===== src/rtl/load_store_unit_pkg.sv =====
// load_store_unit_pkg: shared access-size, exception-cause and FSM state encodings.
// Revision: 1.0
`default_nettype none

package load_store_unit_pkg;

  localparam logic [1:0] SIZE_BYTE = 2'b00;
  localparam logic [1:0] SIZE_HALF = 2'b01;
  localparam logic [1:0] SIZE_WORD = 2'b10;
  localparam logic [1:0] SIZE_RSVD = 2'b11;

  localparam logic [1:0] CAUSE_NONE     = 2'b00;
  localparam logic [1:0] CAUSE_MISALIGN = 2'b01;
  localparam logic [1:0] CAUSE_RANGE    = 2'b10;
  localparam logic [1:0] CAUSE_ILLEGAL  = 2'b11;

  typedef enum logic {
    ST_IDLE  = 1'b0,
    ST_MERGE = 1'b1
  } lsu_state_t;

endpackage

`default_nettype wire


===== src/rtl/load_store_unit_byte_lane_unit.sv =====
// byte_lane_unit: little-endian load extraction/extension and store lane merge.
// Revision: 1.0
`default_nettype none

module byte_lane_unit
  import load_store_unit_pkg::*;
(
  input  logic [31:0] i_word,
  input  logic [1:0]  i_offset,
  input  logic [1:0]  i_size,
  input  logic        i_unsigned,
  input  logic [31:0] i_wdata,
  output logic [31:0] o_load_data,
  output logic [31:0] o_merge_data
);

  logic [7:0]  w_byte;
  logic [15:0] w_half;

  always_comb begin
    w_byte = i_word[{i_offset, 3'b000} +: 8];
    w_half = i_offset[1] ? i_word[31:16] : i_word[15:0];

    o_load_data = i_word;
    case (i_size)
      SIZE_BYTE: o_load_data = i_unsigned ? {24'h0, w_byte} : {{24{w_byte[7]}}, w_byte};
      SIZE_HALF: o_load_data = i_unsigned ? {16'h0, w_half} : {{16{w_half[15]}}, w_half};
      default:   o_load_data = i_word;
    endcase

    // Merge replaces only the addressed lane(s) of the previously read word.
    o_merge_data = i_word;
    case (i_size)
      SIZE_BYTE: o_merge_data[{i_offset, 3'b000} +: 8]        = i_wdata[7:0];
      SIZE_HALF: o_merge_data[{i_offset[1], 4'b0000} +: 16]   = i_wdata[15:0];
      default:   o_merge_data = i_wdata;
    endcase
  end

endmodule

`default_nettype wire


===== src/rtl/load_store_unit.sv =====
// load_store_unit: MEM stage with 1-cycle loads, read-modify-write sub-word stores, exceptions.
// Revision: 1.0
`default_nettype none

module load_store_unit
  import load_store_unit_pkg::*;
#(
  parameter int DEPTH_WORDS = 1024
) (
  input  logic        clk,
  input  logic        rst,
  input  logic        ex_valid,
  input  logic        ex_mem_read,
  input  logic        ex_mem_write,
  input  logic [1:0]  ex_size,
  input  logic        ex_unsigned,
  input  logic [31:0] ex_addr,
  input  logic [31:0] ex_wdata,
  input  logic [31:0] ex_alu_result,
  input  logic [4:0]  ex_rd,
  input  logic        ex_reg_write,
  output logic        stall,
  output logic [31:0] dm_address,
  output logic        dm_write_enable,
  output logic [31:0] dm_write_data,
  input  logic [31:0] dm_read_data,
  output logic        wb_valid,
  output logic [4:0]  wb_rd,
  output logic        wb_reg_write,
  output logic [31:0] wb_data,
  output logic        exc_valid,
  output logic [1:0]  exc_cause,
  output logic [31:0] exc_addr
);

  localparam logic [31:0] c_depth_words = 32'(DEPTH_WORDS);

  lsu_state_t  r_state;
  logic [29:0] r_word_idx;
  logic [31:0] r_word;
  logic [31:0] r_wdata;
  logic [1:0]  r_offset;
  logic [1:0]  r_size;

  logic        w_is_mem;
  logic        w_illegal;
  logic        w_misalign;
  logic        w_range;
  logic        w_exc;
  logic [1:0]  w_cause;
  logic        w_store_ok;
  logic        w_word_store;
  logic        w_sub_store;
  logic        w_merge;
  logic [31:0] w_bl_word;
  logic [1:0]  w_bl_offset;
  logic [1:0]  w_bl_size;
  logic        w_bl_unsigned;
  logic [31:0] w_bl_wdata;
  logic [31:0] w_load_data;
  logic [31:0] w_merge_data;

  always_comb begin
    w_is_mem   = ex_mem_read | ex_mem_write;
    w_illegal  = w_is_mem && ((ex_size == SIZE_RSVD) || (ex_mem_read && ex_mem_write));
    w_misalign = w_is_mem && (((ex_size == SIZE_HALF) && ex_addr[0]) ||
                              ((ex_size == SIZE_WORD) && (ex_addr[1:0] != 2'b00)));
    w_range    = w_is_mem && ({2'b00, ex_addr[31:2]} >= c_depth_words);

    w_cause = CAUSE_NONE;
    if (w_illegal)       w_cause = CAUSE_ILLEGAL;
    else if (w_misalign) w_cause = CAUSE_MISALIGN;
    else if (w_range)    w_cause = CAUSE_RANGE;

    w_exc        = ex_valid && (w_cause != CAUSE_NONE);
    w_store_ok   = ex_valid && ex_mem_write && !w_exc;
    w_word_store = w_store_ok && (ex_size == SIZE_WORD);
    w_sub_store  = w_store_ok && (ex_size != SIZE_WORD);
    w_merge      = (r_state == ST_MERGE);
  end

  // The lane unit sees the live load request in IDLE and the captured store in MERGE.
  always_comb begin
    w_bl_word     = w_merge ? r_word   : dm_read_data;
    w_bl_offset   = w_merge ? r_offset : ex_addr[1:0];
    w_bl_size     = w_merge ? r_size   : ex_size;
    w_bl_unsigned = w_merge ? 1'b0     : ex_unsigned;
    w_bl_wdata    = w_merge ? r_wdata  : ex_wdata;
  end

  byte_lane_unit u_byte_lane_unit (
    .i_word       (w_bl_word),
    .i_offset     (w_bl_offset),
    .i_size       (w_bl_size),
    .i_unsigned   (w_bl_unsigned),
    .i_wdata      (w_bl_wdata),
    .o_load_data  (w_load_data),
    .o_merge_data (w_merge_data)
  );

  always_comb begin
    stall           = !rst && !w_merge && w_sub_store;
    dm_write_enable = !rst && (w_merge || w_word_store);
    dm_address      = w_merge ? {2'b00, r_word_idx} : {2'b00, ex_addr[31:2]};
    dm_write_data   = w_merge ? w_merge_data : ex_wdata;
  end

  always_ff @(posedge clk or posedge rst) begin
    if (rst) begin
      r_state      <= ST_IDLE;
      r_word_idx   <= '0;
      r_word       <= '0;
      r_wdata      <= '0;
      r_offset     <= '0;
      r_size       <= SIZE_BYTE;
      wb_valid     <= 1'b0;
      wb_rd        <= '0;
      wb_reg_write <= 1'b0;
      wb_data      <= '0;
      exc_valid    <= 1'b0;
      exc_cause    <= CAUSE_NONE;
      exc_addr     <= '0;
    end else begin
      exc_valid <= 1'b0;
      case (r_state)
        ST_IDLE: begin
          wb_valid     <= 1'b0;
          wb_reg_write <= 1'b0;
          if (ex_valid) begin
            if (w_exc) begin
              exc_valid    <= 1'b1;
              exc_cause    <= w_cause;
              exc_addr     <= ex_addr;
              wb_valid     <= 1'b1;
            end else if (ex_mem_read) begin
              wb_valid     <= 1'b1;
              wb_rd        <= ex_rd;
              wb_reg_write <= ex_reg_write;
              wb_data      <= w_load_data;
            end else if (w_sub_store) begin
              r_state    <= ST_MERGE;
              r_word_idx <= ex_addr[31:2];
              r_word     <= dm_read_data;
              r_offset   <= ex_addr[1:0];
              r_size     <= ex_size;
              r_wdata    <= ex_wdata;
            end else if (ex_mem_write) begin
              wb_valid <= 1'b1;
            end else begin
              wb_valid     <= 1'b1;
              wb_rd        <= ex_rd;
              wb_reg_write <= ex_reg_write;
              wb_data      <= ex_alu_result;
            end
          end
        end
        ST_MERGE: begin
          wb_valid     <= 1'b1;
          wb_reg_write <= 1'b0;
          r_state      <= ST_IDLE;
        end
        default: r_state <= ST_IDLE;
      endcase
    end
  end

endmodule

`default_nettype wire

===== config.mk =====
export PLATFORM = sky130hd
export DESIGN_NAME = load_store_unit
export DESIGN_NICKNAME = d
export VERILOG_FILES = /design/src/rtl/load_store_unit_pkg.sv /design/src/rtl/load_store_unit_byte_lane_unit.sv /design/src/rtl/load_store_unit.sv
export SDC_FILE = /design/constraint.sdc
export NUM_CORES = 1
export LEC_CHECK = 0
export CELL_PAD_IN_SITES_DETAIL_PLACEMENT = 1
export CELL_PAD_IN_SITES_GLOBAL_PLACEMENT = 2
export CORE_MARGIN = 10
export CORE_UTILIZATION = 40
export CTS_CLUSTER_SIZE = 30
export DETAILED_ROUTE_END_ITERATION = 6
export DONT_BUFFER_PORTS = 1
export HOLD_SLACK_MARGIN = 0.1
export PLACE_DENSITY = 0.79
export RECOVER_POWER = 50
export SLEW_MARGIN = 25
export SYNTH_ARGS = -nofsm -noshare
export SYNTH_HDL_FRONTEND = slang
export SYNTH_HIERARCHICAL = 1
export SYNTH_SLANG_ARGS = --single-unit

===== constraint.sdc =====
create_clock -name clk -period 8.4 [get_ports clk]
set_input_delay 1.26 -clock clk [delete_from_list [all_inputs] [get_ports clk]]
set_output_delay 1.26 -clock clk [all_outputs]
set_load 0.01 [all_outputs]

Yosys cells after proc, flatten, opt, wreduce, memory -nomap -nowiden
Index checks and enable logic that the tools add are counted.
- flip-flop bits (word level): 173
- output and inout port bits: 140
- $add $sub $neg: 2
- magnitude comparators: 1
- equality and inequality tests: 7
- shift operators: 5
- mux-type cells: 42
- bitwise gates (word level): 4
- reductions and logical operators: 26
- operator list (operator ; number):
    $mux 32 ; 8
    $pmux 32 s2 ; 2
    $bwmux 32 ; 2
    $shift 16x7->32 const A ; 1
    $shift 8x7->32 const A ; 1
    $shiftx 16x7->32 ; 1
    $shiftx 32x6->8 ; 1
    $shiftx 8x7->32 ; 1
    $ge 30x11->1 const B ; 1
    $mux 30 ; 1
    $mux 1 ; 17
    $mux 16 ; 1
    $mux 5 ; 3
    $logic_and 1x1->1 ; 14
    $neg 5->7 ; 2
    $mux 2 ; 5
    $reduce_and 5->1 ; 2
    $ne 2x2->1 const B ; 3
    $pmux 1 s2 ; 3
    $eq 2x1->1 const B ; 2
    $eq 2x2->1 const B ; 2
    $reduce_bool 2->1 ; 2
    $logic_not 1->1 ; 3
    $logic_or 1x1->1 ; 3
    4 further kinds ; 6

Depth between registers and ports, before layout
Gate-level depths: netlist (run 1).
- word-level depth: 16
- depth in mapped cells: 12
- mapped depth without buffers: 8

Modules after synthesis
The synthesis (run 1) kept the hierarchy.
- modules (own cells, without submodules) (module ; instances ; cells an instance ; area each (um^2)):
    load_store_unit ; 1 ; 688 ; 8375.5
    byte_lane_unit ; 1 ; 288 ; 1896.8

Least setup slack after synthesis (run 1)
No wires, ideal clock.
- path kind: input port to output port
- from: input rst
- to: output stall
- arrival: 5572 ps
- required time: 7140 ps
- setup slack: 1568 ps
- cell stages on the path: 2
- cell sequence: inv_1 and4_1
- longest elaborated chain between the ends: 3
- ends and longest elaborated chain (what ; RTL line ; text):
    start: declaration ; load_store_unit.sv:11 ; input logic rst,
    $logic_not 1->1 (no source line) ; n/a ;
    $logic_and 1x1->1 (2 in series) ; load_store_unit.sv:102 ; stall = !rst && !w_merge && w_sub_store;
    end: declaration ; load_store_unit.sv:22 ; output logic stall,
No other way between the ends.

Final worst setup path (run 1)
Same ends and word-level chain as after synthesis.

==> qor.csv, run 1 <==
metric;value;unit
outcome;finished, violations left;
failing checks;capacitance limit, slew limit;
core area;0.02525;mm^2
Async SR Flop Fraction;100.0;%
DR WL/cell;26.64;um
global-route wire length before repair;51200;um
critical path type;input pin to primary output;
gr ovfl total;0;
Netlist Area Pre-Place;0.01027;mm^2
Slowest-stage cell, CP;clkinvlp_2;
Top delay family on crit path;buffers and inverters;
clock-pin slew on the worst setup and hold paths;0.08;ns
Filler Cell Count;2786;
max_slew headroom;-124.6;%
critical path capture point type;primary output;
ratio of cells with drive above 1 in the final layout;21.35;%
worst skew pair latency;0.44;ns
period utilisation layout;73.12;%
highest-count cells in the layout ignoring fill and taps;nand2_1 (178), dfrtp_1 (172), mux2_2 (144);
HPWL after DPL;25110;um
nets@finish;1085;
pin count of the biggest net entering global routing;99;
vias in the first global route;7957;
maximum VDD drop;0.1252;mV
# DRC;0;
post-CTS setup repair buffer count;0;
post-synth top area share;42.14;%
Num CTS Buffers;17;
number of DRC markers in iteration 0;364;
# IOs;282;
die height;180.3;um
crit path max fanout;74;
ANT nets after route;0;
via count;7485;
fmax;0.1628;GHz
Hold Violations, Final;0;
Sink Count;173;
RSZ-0062 raised after global routing;no;
Worst Path Arrival;4.88;ns
IO Port Bufs;0;
sequential share of the synthesized area;42.14;%
WP buf/inv;1;
most common cell after layout, fill and taps aside;nand2_1;
cell taking the most area after synthesis;dfrtp_1;
total chip power;2522;uW
worst-case clock skew;0.01988;ns
crit path cell chain;clkinvlp_2, and4_1;
P&R area growth vs syn;8.173;%
critical path data required time;7.14;ns
worst hold margin;0.4867;ns
Post-synth EDFFs;0;
Max-Cap Viols;2;
antenna violations before repair;5;
global placer's final weighted congestion;0.8141;
DR pass1 iterations;4;
Initial Util;40.68;%
FF+latch count, synth;173;
Longest Clk Path Bufs;2;
leak pwr;0.004719;uW
pwr dens;227.0;mW/mm^2
final WL;34180;um
max-slew violations;122;
synthesized instance count;976;
Tmin final;6.142;ns
worst min path class;flip-flop to flip-flop;
Synth area leaders;dfrtp_1 (42%), mux2_2 (16%), mux2_1 (11%);
CTS tree;yes;
fin util;44.00;%
number of distinct library cells after synthesis;58;
crit path launch type;input pin;
Root Buffer;clkbuf_16;
prevailing post-synth register cell;dfrtp_1;
Die W;180.3;um
Worst-Margin Slew;3.351;ns
CTS Hold Buffers Added;0;
cts repair resizes;0;
H-tree depth;4;
CP peak stage delay;2.47;ns
FP Rows;58;
via density per instance;5.834;
die footprint;0.03249;mm^2
Setup TNS Final;0;ns
endpoints failing setup;0;
GRT Total Usage;20.18;%
Avg Inst Size Synth;10.52;um^2
Ys Warns;6;
==> state kept, by name (all words and copies together) (netlist names), 2 cells and up <==
register and flops:
wb_rd 5, exc_cause 2, r_word 32, r_offset 2, r_size 2, exc_addr 32
r_wdata 32, r_word_idx 30, wb_data 32
==> per-layer routing <==
| layer | vias up | share of wire, % | routed length (um) | GRT usage, % |
|---|---|---|---|---|
| met5 | - | 0.099 | 34 | 0 |
| met4 | 4 | 1.4 | 470 | 4.626 |
| met3 | 33 | 8.2 | 2795 | 7.691 |
| met2 | 201 | 48 | 16300 | 32.87 |
| met1 | 3867 | 43 | 14580 | 24.74 |
| li1 | 3380 | - | - | - |
==> metrics by stage <==
step,area (um^2),setup slack [ns],std cells
2_1_floorplan,10280,1.568,977
3_3_place_gp,10450,3.203,1247
3_5_place_dp,10500,3.096,1249
4_1_cts,11110,2.644,1281
5_1_grt,11110,1.613,1282
6_report,11110,2.258,1283
==> final cells by class <==
type                            instances  area, um^2  area share (%)
Timing Repair Buffer                   11       118.9           1.070
Clock buffer                           17       425.4           3.828
Inverter                                8       31.28          0.2815
Sequential cell                       173        4333           38.99
Multi-Input combinational cell        727        5602           50.41
Tap cell                              330       412.9           3.716
Clock inverter                         15       183.9           1.655
Antenna cell                            2       5.005         0.04504
==> final timing paths <==
check,to,slack (ns),cells past startpoint,startpoint
hold / removal,r_word_idx[28],0.49,1,r_word_idx[28]
setup reg to reg,wb_data[14],4.33,7,r_state
setup / recovery,stall,2.26,2,rst
hold reg to reg,r_word_idx[28],0.49,1,r_word_idx[28]
max in group asynchronous,r_wdata[11],3.29,2,rst
min in group asynchronous,exc_addr[3],1.68,1,rst
==> cells by family (layout without fill, tap and decap cells) <==
| family | after synthesis | in the layout | share of synthesized area (%) |
|---|---|---|---|
| flip-flops | 173 | 173 | 42.14 |
| other | 1 | 4 | 0.03651 |
| AND/OR/NAND/NOR | 318 | 318 | 15.30 |
| adder cells (fa/ha/maj) | 5 | 5 | 0.6090 |
| buffers and inverters | 77 | 51 | 3.642 |
| AO/OA/AOI/OAI | 140 | 140 | 9.622 |
| multiplexers | 262 | 262 | 28.65 |
==> cells in the mapped netlist (2+ instances only) <==
cell type,instances
nand4_1,8
nor3b_1,8
o21a_1,2
nor4_1,5
buf_1,2
nand2_1,178
nor2_1,6
clkbuf_1,32
buf_2,22
ha_1,5
a221o_1,23
a21oi_1,8
o21ai_0,60
and4_1,2
buf_4,9
mux2i_1,15
nand3b_1,2
nor3_2,2
and2_1,37
nor3_1,6
nor2b_1,14
o21ai_1,3
mux2_1,102
dfrtp_1,173
inv_1,6
nand3_1,3
o22ai_1,2
nand2b_1,36
buf_6,3
and3_1,3
a22o_1,23
o221ai_1,7
mux2_2,144
==> report_power, final <==
part | internal, uW | total (uW) | switching, uW | leakage [uW]
combinational | 230 | 479 | 249 | 0.00231
sequential | 1040 | 1220 | 176 | 0.00212
clock | 407 | 826 | 420 | 0.000289
total | 1680 | 2520 | 845 | 0.00472
(Power assumes the default switching activity.)
==> inputs of run 2 (changes only) <==
CORE_UTILIZATION = 36   (was 40)
PLACE_DENSITY = 0.75   (was 0.79)
clock period = 5.35 ns   (was 8.4 ns; I/O delays follow)
==> run 2 against run 1 <==
  * The flow still finishes with violations (capacitance limit, slew limit)
  * Cell count up 3.8%
  * Total power increased by 59%
  * Non-clock buffer count rose by 2
  * Via count fell by 0.64%
  * Largest power group unchanged
  * Highest routed layer unchanged
==> qor.csv, run 2 (synthesis results as in run 1) <==
metric;value;unit;change
Sink Count;173;;unchanged
crit path cell chain;buf_4, o21ai_2, buf_4, nor2b_1, a211o_1, a22o_1, nand2_1, nand2_1;;
Num CTS Buffers;17;;unchanged
RSZ-0062 raised after global routing;no;;
P&R area growth vs syn;8.697;%;
FP Rows;61;;+5.2%
H-tree depth;4;;unchanged
# DRC;0;;unchanged
Tmin final;4.393;ns;
CTS tree;yes;;
endpoints failing setup;0;;unchanged
FF-to-FF Start;r_state;;
DR WL/cell;26.47;um;-0.64%
period utilisation layout;82.12;%;
core area;0.02793;mm^2;+11%
global-route wire length before repair;52430;um;+2.4%
most common cell after layout, fill and taps aside;nand2_1;;
worst skew pair latency;0.43;ns;about the same
Worst-Margin Slew;3.059;ns;-0.2915 ns
ANT nets after route;0;;unchanged
post-CTS setup repair buffer count;0;;unchanged
r2r setup slk;1.82;ns;-2.51 ns
outcome;finished, violations left;;
number of DRC markers in iteration 0;455;;+25%
max-slew violations;105;;-14%
crit path max fanout;40;;-46%
Longest Clk Path Bufs;2;;unchanged
Hold Violations, Final;0;;unchanged
WP buf/inv;2;;+1
critical path data required time;4.55;ns;-2.59 ns
Setup TNS Final;0;ns;unchanged
max_slew headroom;-104.0;%;+21 points
met3 usage;8.177;%;+0.49 points
Most Used Layer, Global Route;met2;;
via count;7437;;-0.64%
global placer's final weighted congestion;0.7934;;-2.5%
setup ws final;0.9567;ns;-1.302 ns
RR Endpoint;wb_data[19];;
ratio of cells with drive above 1 in the final layout;21.09;%;-0.25 points
failing checks;capacitance limit, slew limit;;
clock-pin slew on the worst setup and hold paths;0.07;ns;about the same
met1 Track Usage GR;23.49;%;-1.2 points
cts repair resizes;0;;unchanged
crit path launch type;flip-flop;;
Top delay family on crit path;simple AND/OR/NAND/NOR gates;;
Max-Cap Viols;3;;+1
CTS Hold Buffers Added;0;;unchanged
nets@finish;1087;;+0.18%
pwr dens;359.2;mW/mm^2;+58%
Worst Path Arrival;3.59;ns;-1.29 ns
critical path capture point type;primary output;;
via density per instance;5.583;;-4.3%
gr ovfl total;0;;unchanged
stages on the worst setup path;8;;+6
leak pwr;0.004724;uW;about the same
final WL;35260;um;+3.2%
Initial Util;36.77;%;-3.9 points
critical path type;flip-flop to primary output;;
GRT Total Usage;19.36;%;-0.82 points
die height;188.9;um;+4.8%
worst min path class;input pin to async pin;;
HPWL after DPL;26370;um;+5.0%
GR Layer Usage met2;31.04;%;-1.8 points
IO Port Bufs;0;;unchanged
CP peak stage delay;0.69;ns;-1.78 ns
fmax;0.2276;GHz;
vias in the first global route;8006;;+0.62%
die footprint;0.03569;mm^2;+9.9%
Die W;188.9;um;+4.8%
Root Buffer;clkbuf_16;;
worst-case clock skew;0.008742;ns;-0.01113 ns
maximum VDD drop;0.2144;mV;+71%
highest-count cells in the layout ignoring fill and taps;nand2_1 (178), dfrtp_1 (172), mux2_2 (144);;
# IOs;282;;unchanged
worst reg-to-reg path cell count;7;;unchanged
DR pass1 iterations;4;;unchanged
Post-Place Worst Slack;1.374;ns;-1.722 ns
antenna violations before repair;4;;-1
pin count of the biggest net entering global routing;93;;-6.1%
Slowest-stage cell, CP;dfrtp_4;;
[run 2: worst max-delay path by stage]
stage	start	to	slack, ns
global placement	r_state	dm_write_data[2]	1.44
global route	rst	wb_data[21]	0.57
floorplan	rst	stall	0.69
CTS	r_state	dm_write_data[1]	0.91
detailed placement	r_state	dm_write_data[1]	1.37
finish	r_state	dm_write_data[1]	0.96
[run 2: cell type report]
| type | count | area [um^2] |
|---|---|---|
| diodes | 1 | 2.502 |
| clock buffers | 20 | 446.7 |
| clock inverters | 12 | 178.9 |
| fillers | 3076 | 16770 |
| inverters | 8 | 31.28 |
| multi-input cells | 727 | 5590 |
| flip-flops and latches | 173 | 4333 |
| well taps | 378 | 473.0 |
| repair buffers | 13 | 110.1 |
[run 2: metal layers]
| layer | part of all wire, % | routed length [um] |
|---|---|---|
| met1 | 41 | 14530 |
| met2 | 47 | 16590 |
| met3 | 10 | 3600 |
| met4 | 1.4 | 505 |
| met5 | 0.079 | 28 |
[run 2: where the power goes]
| group | switching [uW] | internal (uW) | total [uW] | leakage [uW] |
|---|---|---|---|---|
| logic | 393 | 360 | 753 | 0.00230 |
| clock network | 584 | 766 | 1350 | 0.000299 |
| registers | 274 | 1630 | 1910 | 0.00212 |
| total | 1250 | 2760 | 4010 | 0.00472 |
[run 2: metrics by stage]
| stage | total power, uW | instance area [um^2] | utilization, % | cells | hold WS [ns] |
|---|---|---|---|---|---|
| final | 4011 | 11170 | 39.97 | 1332 | 0.3321 |
| after detailed placement | 2696 | 10530 | 37.69 | 1298 | 0.4663 |
| after global placement | 2656 | 10530 | 37.69 | 1298 | 0.4649 |
| after global routing | 4232 | 11170 | 39.97 | 1332 | 0.3396 |
| after CTS | 4067 | 11150 | 39.93 | 1330 | 0.1990 |
| after floorplan | 2449 | 10280 | - | 977 | 0.4474 |
==> inputs of run 3 (changes only) <==
clock period = 3.6 ns   (was 5.35 ns; I/O delays follow)
==> run 3 against run 2 <==
  * The flow now finishes without violations
  * Total power is 45% higher
  * Routed wire length is 1.3% lower
  * Non-clock buffer count is 11 higher
  * Clock skew is 0.0054 ns higher
  * Hold slack worse by 0.10 ns
  * Clock power is 37% higher
  * First-iteration DRC count is 0.66% higher
  * Design area is 0.68% higher
  * Die area stayed put
  * Sequential power is 48% higher
  * Critical path depth stayed put
  * Sequential cell count stayed put
  * Largest power group unchanged
==> qor.csv, run 3 (synthesis results as in run 1) <==
metric;value;unit;change
global placer's final weighted congestion;0.8016;;+1.0%
max-slew violations;0;;-100%
pin count of the biggest net entering global routing;131;;+41%
setup ws final;0.1537;ns;-0.8030 ns
IO Port Bufs;0;;unchanged
gr ovfl total;0;;unchanged
Hold Startpoint;ex_addr[12];;
fin util;40.24;%;+0.27 points
DR pass1 iterations;5;;+1
GRT Total Usage;18.98;%;-0.38 points
clock-pin slew on the worst setup and hold paths;0.08;ns;about the same
met1 Track Usage GR;23.93;%;+0.44 points
# IOs;282;;unchanged
highest-count cells in the layout ignoring fill and taps;nand2_1 (178), dfrtp_1 (172), mux2_2 (143);;
Num CTS Buffers;17;;unchanged
GR Layer Usage met2;30.60;%;-0.44 points
Most Used Layer, Global Route;met2;;
Storage cell area;0.004333;mm^2;unchanged
worst skew pair latency;0.44;ns;about the same
Worst Path Arrival;2.91;ns;-0.68 ns
nets@finish;1098;;+1.0%
Sink Count;173;;unchanged
design area;0.01124;mm^2;+0.68%
Max-Cap Viols;0;;-3
die footprint;0.03569;mm^2;unchanged
maximum VDD drop;0.3200;mV;+49%
Hold Violations, Final;0;;unchanged
outcome;finished, final reports clean;;
FF-to-FF Start;r_state;;
pwr dens;516.6;mW/mm^2;+44%
crit path capture;dm_write_data[10];;
max_slew headroom;39.75;%;+140 points
Root Buffer;clkbuf_16;;
Initial Util;36.77;%;unchanged
met3 usage;7.369;%;-0.81 points
Post-Place Worst Slack;0.3330;ns;-1.041 ns
crit path max fanout;13;;-68%
RR Endpoint;wb_data[7];;
die height;188.9;um;unchanged
vias in the first global route;7856;;-1.9%
CTS tree;yes;;
post-CTS setup repair buffer count;0;;unchanged
Area after DPL;0.01064;mm^2;+1.0%
Multi-input gate area;0.005630;mm^2;+0.72%
ratio of cells with drive above 1 in the final layout;23.16;%;+2.1 points
critical path data required time;3.06;ns;-1.49 ns
endpoints failing setup;0;;unchanged
FP Rows;61;;unchanged
Filler Cell Count;3136;;+2.0%
critical path type;flip-flop to primary output;;
DR WL/cell;25.94;um;-2.0%
critical path capture point type;primary output;;
HPWL after DPL;26290;um;-0.28%
worst-case clock skew;0.01418;ns;+0.005442 ns
H-tree depth;4;;unchanged
via count;7506;;+0.93%
crit path launch type;flip-flop;;
# DRC;0;;unchanged
final WL;34810;um;-1.3%
number of DRC markers in iteration 0;458;;+0.66%
Die W;188.9;um;unchanged
period utilisation layout;95.73;%;
worst min path class;input pin to flip-flop;;
fmax;0.2902;GHz;
via density per instance;5.593;;+0.18%
core area;0.02793;mm^2;unchanged
leak pwr;0.004770;uW;+0.99%
r2r setup slk;0.52;ns;-1.30 ns
worst reg-to-reg path cell count;7;;unchanged
Tmin final;3.446;ns;
Worst-Margin Slew;0.8942;ns;-2.165 ns
Longest Clk Path Bufs;2;;unchanged
ANT nets after route;0;;unchanged
antenna violations before repair;1;;-3
P&R area growth vs syn;9.439;%;
most common cell after layout, fill and taps aside;nand2_1;;
global-route wire length before repair;51760;um;-1.3%
crit path from;r_state;;
run 3: changes by cell type in the layout (fill, tap and decap cells not counted), moves of 2 or more:
cell / previous run / this run
nor3_2: 1 / 3
bufinv_16: 3 / 0
clkbuf_1: 4 / 1
buf_12: 0 / 2
nor3_1: 6 / 4
and3_1: 3 / 1
clkinv_2: 0 / 2
buf_4: 10 / 19
inv_8: 2 / 5
and3_2: 0 / 2
run 3: area by class of cell:
type / count / share of cell area, %
Antenna cell: 1 / 0.02226
Clock buffer: 17 / 3.784
Clock inverter: 14 / 1.280
Inverter: 8 / 0.2894
Multi-Input combinational cell: 727 / 50.08
Sequential cell: 173 / 38.54
Tap cell: 378 / 4.207
Timing Repair Buffer: 24 / 1.792
run 3: power by group:
group | leakage [uW] | switching, uW | internal, uW
clock | 0.000275 | 932 | 923
sequential | 0.00212 | 400 | 2430
combinational | 0.00237 | 585 | 541
run 3: layer usage:
layer,vias to the layer above,share of wire (%)
li1,3398,-
met1,3877,42
met2,211,48
met3,20,9.1
met4,0,0.79
met5,-,0
run 3: worst min path at each step:
stage,endpoint,depth (start not counted)
floorplan,r_size[1],1
global placement,exc_cause[1],1
detailed placement,r_word_idx[14],1
CTS,r_word_idx[5],1
global route,r_word_idx[8],1
finish,exc_addr[12],1
run 3: through the flow:
stage / total power (uW) / hold slack, ns / cells / TNS [ns]
floorplan: 3640 / 0.4474 / 977 / -0.9048
global placement: 3952 / 0.4258 / 1309 / 0
detailed placement: 4012 / 0.4352 / 1309 / 0
CTS: 5892 / 0.2118 / 1341 / 0
global route: 6130 / 0.2048 / 1341 / -0.002139
finish: 5808 / 0.2277 / 1342 / 0
run 3: worst max-delay path, cell delays in order, from the launching register on:
cell and delay, ns:
dfrtp_4 0.57, mux2_4 0.40, inv_1 0.18, ha_1 0.30, nor3b_2 0.19, and3_2 0.28
a221o_1 0.35, nand2_1 0.07, nand2_1 0.13
run 3: timing repair:
item / in CTS / in global routing
endpoints found under the hold margin: 11 / 0
endpoints found under the setup margin: 30 / 31
gates cloned: 0 / 0
hold buffers: 1 / 0
gates resized for setup: 6 / 7
